[config.mk]
export PLATFORM = sky130hd
export DESIGN_NAME = bsg_upstream_credit_sched
export DESIGN_NICKNAME = d
export VERILOG_FILES = /design/src/rtl/bsg_upstream_credit_sched.sv
export SDC_FILE = /design/constraint.sdc
export NUM_CORES = 1
export LEC_CHECK = 0
export BUFFER_PORTS_ARGS = -buffer_cell sky130_fd_sc_hd__clkbuf_2
export CORE_ASPECT_RATIO = 1.75
export CORE_MARGIN = 5
export CORE_UTILIZATION = 45
export DETAILED_ROUTE_END_ITERATION = 16
export GPL_TIMING_DRIVEN = 0
export PLACE_DENSITY = 0.78
export SYNTH_ARGS = -nofsm -noshare
export SYNTH_HDL_FRONTEND = slang
export SYNTH_SLANG_ARGS = --single-unit
[constraint.sdc]
create_clock -name clk -period 2.96 [get_ports clk]
set_clock_uncertainty 0.2 [all_clocks]
set_input_delay 0.444 -clock clk [delete_from_list [all_inputs] [get_ports clk]]
set_output_delay 0.444 -clock clk [all_outputs]
set_load 0.005 [all_outputs]
[src/rtl/bsg_upstream_credit_sched.sv]
// Credit-gated beat scheduler: splits 64-bit core words into two 32-bit beats
// carried 16 bits per channel on ch0/ch1, issued only while both channels hold credit.
module bsg_upstream_credit_sched #(
  parameter int CREDITS     = 16,
  parameter int TOKEN_BATCH = 4,
  parameter int CW          = $clog2(CREDITS + 1)
) (
  input  logic          clk,
  input  logic          rst,
  input  logic          core_valid_i,
  input  logic [63:0]   core_data_i,
  output logic          core_ready_o,
  input  logic [1:0]    token_i,
  input  logic [1:0]    ch_ready_i,
  output logic          ch_valid_o,
  output logic [15:0]   ch0_data_o,
  output logic [15:0]   ch1_data_o,
  output logic [CW-1:0] credit0_o,
  output logic [CW-1:0] credit1_o,
  output logic [6:0]    sent_cnt_o,
  output logic          err_o
);

  // Sum width covers a full pool plus one token batch before saturation.
  localparam int SW = $clog2(CREDITS + TOKEN_BATCH + 1);

  typedef enum logic [1:0] {
    IDLE  = 2'd0,
    BEAT0 = 2'd1,
    BEAT1 = 2'd2
  } state_e;

  state_e        r_state;
  state_e        w_state_nxt;
  logic [63:0]   r_hold;
  logic [1:0]    r_token_q;
  logic [CW-1:0] r_credit0;
  logic [CW-1:0] r_credit1;
  logic [6:0]    r_sent_cnt;
  logic          r_err;

  logic          w_busy;
  logic          w_valid;
  logic          w_fire;
  logic          w_load;
  logic [1:0]    w_edge;
  logic [SW-1:0] w_sum0;
  logic [SW-1:0] w_sum1;
  logic [CW-1:0] w_credit0_nxt;
  logic [CW-1:0] w_credit1_nxt;
  logic          w_ovf0;
  logic          w_ovf1;

  assign w_busy  = (r_state == BEAT0) || (r_state == BEAT1);
  // Gating on nonzero credit is what rules out underflow in the counters below.
  assign w_valid = w_busy && (r_credit0 != '0) && (r_credit1 != '0);
  assign w_fire  = w_valid && ch_ready_i[0] && ch_ready_i[1];
  assign w_edge  = token_i ^ r_token_q;

  // NOTE: every signal driven here gets a default first, so no path can infer a latch.
  always_comb begin
    w_state_nxt  = r_state;
    w_load       = 1'b0;
    core_ready_o = 1'b0;
    ch0_data_o   = 16'h0000;
    ch1_data_o   = 16'h0000;
    unique case (r_state)
      IDLE: begin
        core_ready_o = 1'b1;
        if (core_valid_i) begin
          w_load      = 1'b1;
          w_state_nxt = BEAT0;
        end
      end
      BEAT0: begin
        ch0_data_o = r_hold[15:0];
        ch1_data_o = r_hold[31:16];
        if (w_fire) w_state_nxt = BEAT1;
      end
      BEAT1: begin
        ch0_data_o = r_hold[47:32];
        ch1_data_o = r_hold[63:48];
        if (w_fire) begin
          core_ready_o = 1'b1;
          if (core_valid_i) begin
            w_load      = 1'b1;
            w_state_nxt = BEAT0;
          end else begin
            w_state_nxt = IDLE;
          end
        end
      end
      default: w_state_nxt = IDLE;
    endcase
  end

  always_comb begin
    w_sum0 = SW'(r_credit0) + (w_edge[0] ? SW'(TOKEN_BATCH) : '0) - SW'(w_fire);
    w_sum1 = SW'(r_credit1) + (w_edge[1] ? SW'(TOKEN_BATCH) : '0) - SW'(w_fire);
    w_ovf0 = (w_sum0 > SW'(CREDITS));
    w_ovf1 = (w_sum1 > SW'(CREDITS));
    w_credit0_nxt = w_ovf0 ? CW'(CREDITS) : w_sum0[CW-1:0];
    w_credit1_nxt = w_ovf1 ? CW'(CREDITS) : w_sum1[CW-1:0];
  end

  // NOTE: sequential state uses non-blocking assignments so all registers update together.
  always_ff @(posedge clk or posedge rst) begin
    if (rst) begin
      r_state    <= IDLE;
      r_hold     <= '0;
      r_token_q  <= '0;
      r_credit0  <= CW'(CREDITS);
      r_credit1  <= CW'(CREDITS);
      r_sent_cnt <= '0;
      r_err      <= 1'b0;
    end else begin
      r_state   <= w_state_nxt;
      r_token_q <= token_i;
      r_credit0 <= w_credit0_nxt;
      r_credit1 <= w_credit1_nxt;
      if (w_load) r_hold <= core_data_i;
      if (w_fire) r_sent_cnt <= r_sent_cnt + 7'd1;
      if (w_ovf0 || w_ovf1) r_err <= 1'b1;
    end
  end

  assign ch_valid_o = w_valid;
  assign credit0_o  = r_credit0;
  assign credit1_o  = r_credit1;
  assign sent_cnt_o = r_sent_cnt;
  assign err_o      = r_err;

endmodule

==> results.tsv <==
stage	metric	value	unit
synth	Post-Syn Area per Cell	13.3	µm²
floorplan	die height	141	µm
finish	layout cell share with drive strength beyond 1	0.498	
setup_path	crit path DAT	2.91	ns
clocking	clock slew at reported path FFs	0.06	ns
floorplan	Die ar.	11900	µm²
synth	register area share after synthesis	0.491	
synth	top cell type's share of synthesized area	0.479	
clocking	Max Root-Sink Buffers	2	
setup_path	critical path launch point type	register	
finish	multi-input logic area	2090	µm²
timing	Period minus WS final	2.89	ns
timing	Max Slew Vio Count	0	
run_status	run status	complete, no violations	
synth	yosys synthesis warning count	0	
finish	fin area	5610	µm²
synth	Post-synth EDFFs	0	
finish	Register Area	2150	µm²
place	DP HPWL	8160	µm
power_and_ir_drop	Leak	2.74	nW
grt	initial antenna violation count	0	
synth	Synth async-reset ratio	1.00	
synth	Syn Nets	420	
route	via count	3107	
floorplan	CORE AREA	9530	µm²
grt	GRT Total Usage	0.186	
synth	Synth cell types	32	
setup_path	crit path cell chain	or4_4 > o21ai_4 > nor2_4 > ha_1 > inv_1 > ha_1 > fa_1 > inv_2 > nand4_1 > a221o_1	
power_and_ir_drop	Pwr Total	0.00678	W
grt	largest net degree at the start of global routing	45	
grt	vias in the first global route	3477	
synth	Yosys reg bits	86	
route	Initial DRC Count	131	
route	post-route ant nets	0	
timing	Tcrit/Tclk final	0.978	
synth	leading area contributor after synthesis	dfrtp_1	
timing	final setup fails	0	
clocking	Num CTS Buffers	9	
place	Final GP Congestion	0.794	
synth	Mapped Area	4390	µm²
worst_hold_path	Hold EP	r_token_q[1]$_DFF_PP0_	
floorplan	# rows	47	
grt	first-pass GRT wire length	17500	µm
synth	Top FF cell, synth	dfrtp_1	
setup_path	largest stage delay on the critical path	0.59	ns
route	WL/cell	18.2	µm
route	Initial DRT Pass Iterations	4	
clocking	Root Driver	clkbuf_16	
grt	GRT Residual Overflow	0	
route	final WL	10900	µm
power_and_ir_drop	PD cells	1210	nW/µm²
setup_path	CP max FO	4	
synth	largest cells by area after synthesis	dfrtp_1 (48%), mux2_4 (21%), a22oi_1 (5.5%)	
route	Via density	5.20	
worst_hold_path	HP Start	token_i[1]	
timing	final hold violation count	0	
setup_path	capturing point of the worst reg2reg path	err_o$_DFFE_PP0P_	
floorplan	boundary pin count	123	
setup_path	worst setup path category	reg -> reg	
worst_hold_path	HP Class	in -> reg	
finish	Fillers	796	
timing	Slew HR	0.533	
finish	ANT cells	0	
setup_path	CP Buf/Inv Count	2	
setup_path	most frequent CP cell	ha_1	
place	Cell Area, Placed	5180	µm²
place	Port Buffers	122	
power_and_ir_drop	peak supply drop	0.000971	V
timing	Fmax	0.345	GHz
route	DRC Markers	0	
synth	Post-Syn Instances	331	
clocking	H-tree Lvls	3	
timing	RSZ-0062 raised after global routing	yes	
floorplan	Die Width	84.7	µm
flow_run	max_cap viols	0	
setup_path	launching point of the worst reg2reg path	credit0_o[3]$_DFF_PP0_	
setup_path	worst endpoint required time	2.98	ns
worst_hold_path	Cells on Worst Hold Path	1	
clocking	Worst-Skew Late Latency	0.34	ns
setup_path	R2R cell count	10	
setup_path	R2R setup slack	0.07	ns
setup_path	CP Capture Type	register	
floorplan	Initial Util	0.461	
finish	Final #Nets	560	
clocking	CTS tree	built	
clocking	# clock sinks	86	
timing	Worst Max-Slew Pin Slew	0.700	ns
setup_path	Crit path max-delay family	adder cells	
finish	Area growth syn-to-layout	27.9	%
setup_path	Max stage delay cell, worst path	or4_4	
[kinds of logic after synthesis]
logic type,Yosys count,share of synthesized area
and+or+nand+nor,61,0.0781
DFF,86,0.491
AOI/OAI and AO/OA,45,0.0804
adders and majority gates,18,0.0547
muxes,67,0.223
buffers and inverters,40,0.0448
xor gates and xnor gates,14,0.0279
[report_power, final]
part           leakage [nW]  internal, W  switching, W
clock                 0.155     0.000751      0.000488
sequential             1.03      0.00176      0.000397
combinational          1.56      0.00183       0.00155
[area by class of cell]
class,count,area share
Buffer,17,0.0205
Clock buffer,9,0.0401
Clock inverter,7,0.0185
Inverter,23,0.0158
Multi-Input combinational cell,205,0.373
Sequential cell,86,0.384
Tap cell,122,0.0272
Timing Repair Buffer,129,0.121
[per-stage QoR]
| step | std cells | worst slack (ns) | TNS [ns] | utilization | hold slack (ns) |
|---|---|---|---|---|---|
| floorplan | 331 | 0.0144 | 0 | - | 0.265 |
| detailed placement | 576 | -0.297 | -0.297 | 0.544 | 0.266 |
| finish | 598 | 0.0654 | 0 | 0.589 | 0.0455 |
| CTS | 597 | -0.00171 | -0.00171 | 0.587 | 0.0342 |
| global placement | 575 | -0.807 | -67.60 | 0.542 | 0.263 |
| global route | 598 | -0.0164 | -0.0164 | 0.589 | 0.0334 |
[worst max path at each step]
| stage | cells after the start | from | endpoint | slack (ns) |
|---|---|---|---|---|
| floorplan | 10 | credit1_o[0]$_DFF_PP0_ | err_o$_DFFE_PP0P_ | 0.01 |
| global placement | 2 | rst | r_hold[56]$_DFFE_PP0P_ | -0.81 |
| detailed placement | 11 | r_state[0]$_DFFE_PP0P_ | err_o$_DFFE_PP0P_ | -0.30 |
| CTS | 11 | r_state[1]$_DFFE_PP0P_ | err_o$_DFFE_PP0P_ | -0.002 |
| global route | 10 | credit0_o[3]$_DFF_PP0_ | err_o$_DFFE_PP0P_ | -0.02 |
| finish | 10 | credit0_o[3]$_DFF_PP0_ | err_o$_DFFE_PP0P_ | 0.07 |
[synth_stat cells, drive strengths merged, types with 4 or more instances]
| library cell | count |
|---|---|
| a22oi | 32 |
| buf | 7 |
| clkbuf | 10 |
| dfrtp | 84 |
| ha | 16 |
| inv | 23 |
| mux2 | 67 |
| nand2 | 4 |
| nor2 | 12 |
| nor2b | 32 |
| nor4 | 4 |
| xnor2 | 9 |
| xor2 | 5 |
[worst register-to-register path, delay by kind of cell (launching register included)]
family / cells / cell delay (ns)
fa+ha+maj: 3 / 0.79
buf+inv: 2 / 0.13
simple gates: 3 / 0.75
flops: 1 / 0.41
compound gates: 2 / 0.50
[per-layer routing]
layer | track usage | vias to the layer above | part of all wire
met4 | 0.0726 | 0 | 0.017
met3 | 0.0356 | 16 | 0.048
met5 | 0 | - | 0
met1 | 0.208 | 1569 | 0.39
li1 | - | 1434 | -
met2 | 0.344 | 88 | 0.55
[layout by cell type, fill, tap and decap left out, types with 5 or more instances in the layout]
cell and instances:
dfrtp_1 84, xnor2_1 8, xor2_1 5, nor2_1 11
nor2b_1 32, inv_1 19, mux2_4 60, buf_6 6
ha_1 14, clkbuf_2 126, buf_4 5, a22oi_1 32
clkbuf_16 9, clkbuf_1 6, mux2_2 7
[flip-flops by register name, indices dropped and copies added (netlist names)]
register    cells
r_state         2
err_o           1
r_hold         64
r_token_q       2
credit0_o       5
sent_cnt_o      7
credit1_o       5
[what timing repair did]
item	in CTS	in global routing
buffers inserted	4	1
endpoints found under the setup margin	2	15
pin swaps	4	7
hold buffers	1	0
hold endpoints to repair	42	0
gates resized for setup	8	9
No activity file was read; power rests on OpenSTA's default activity.
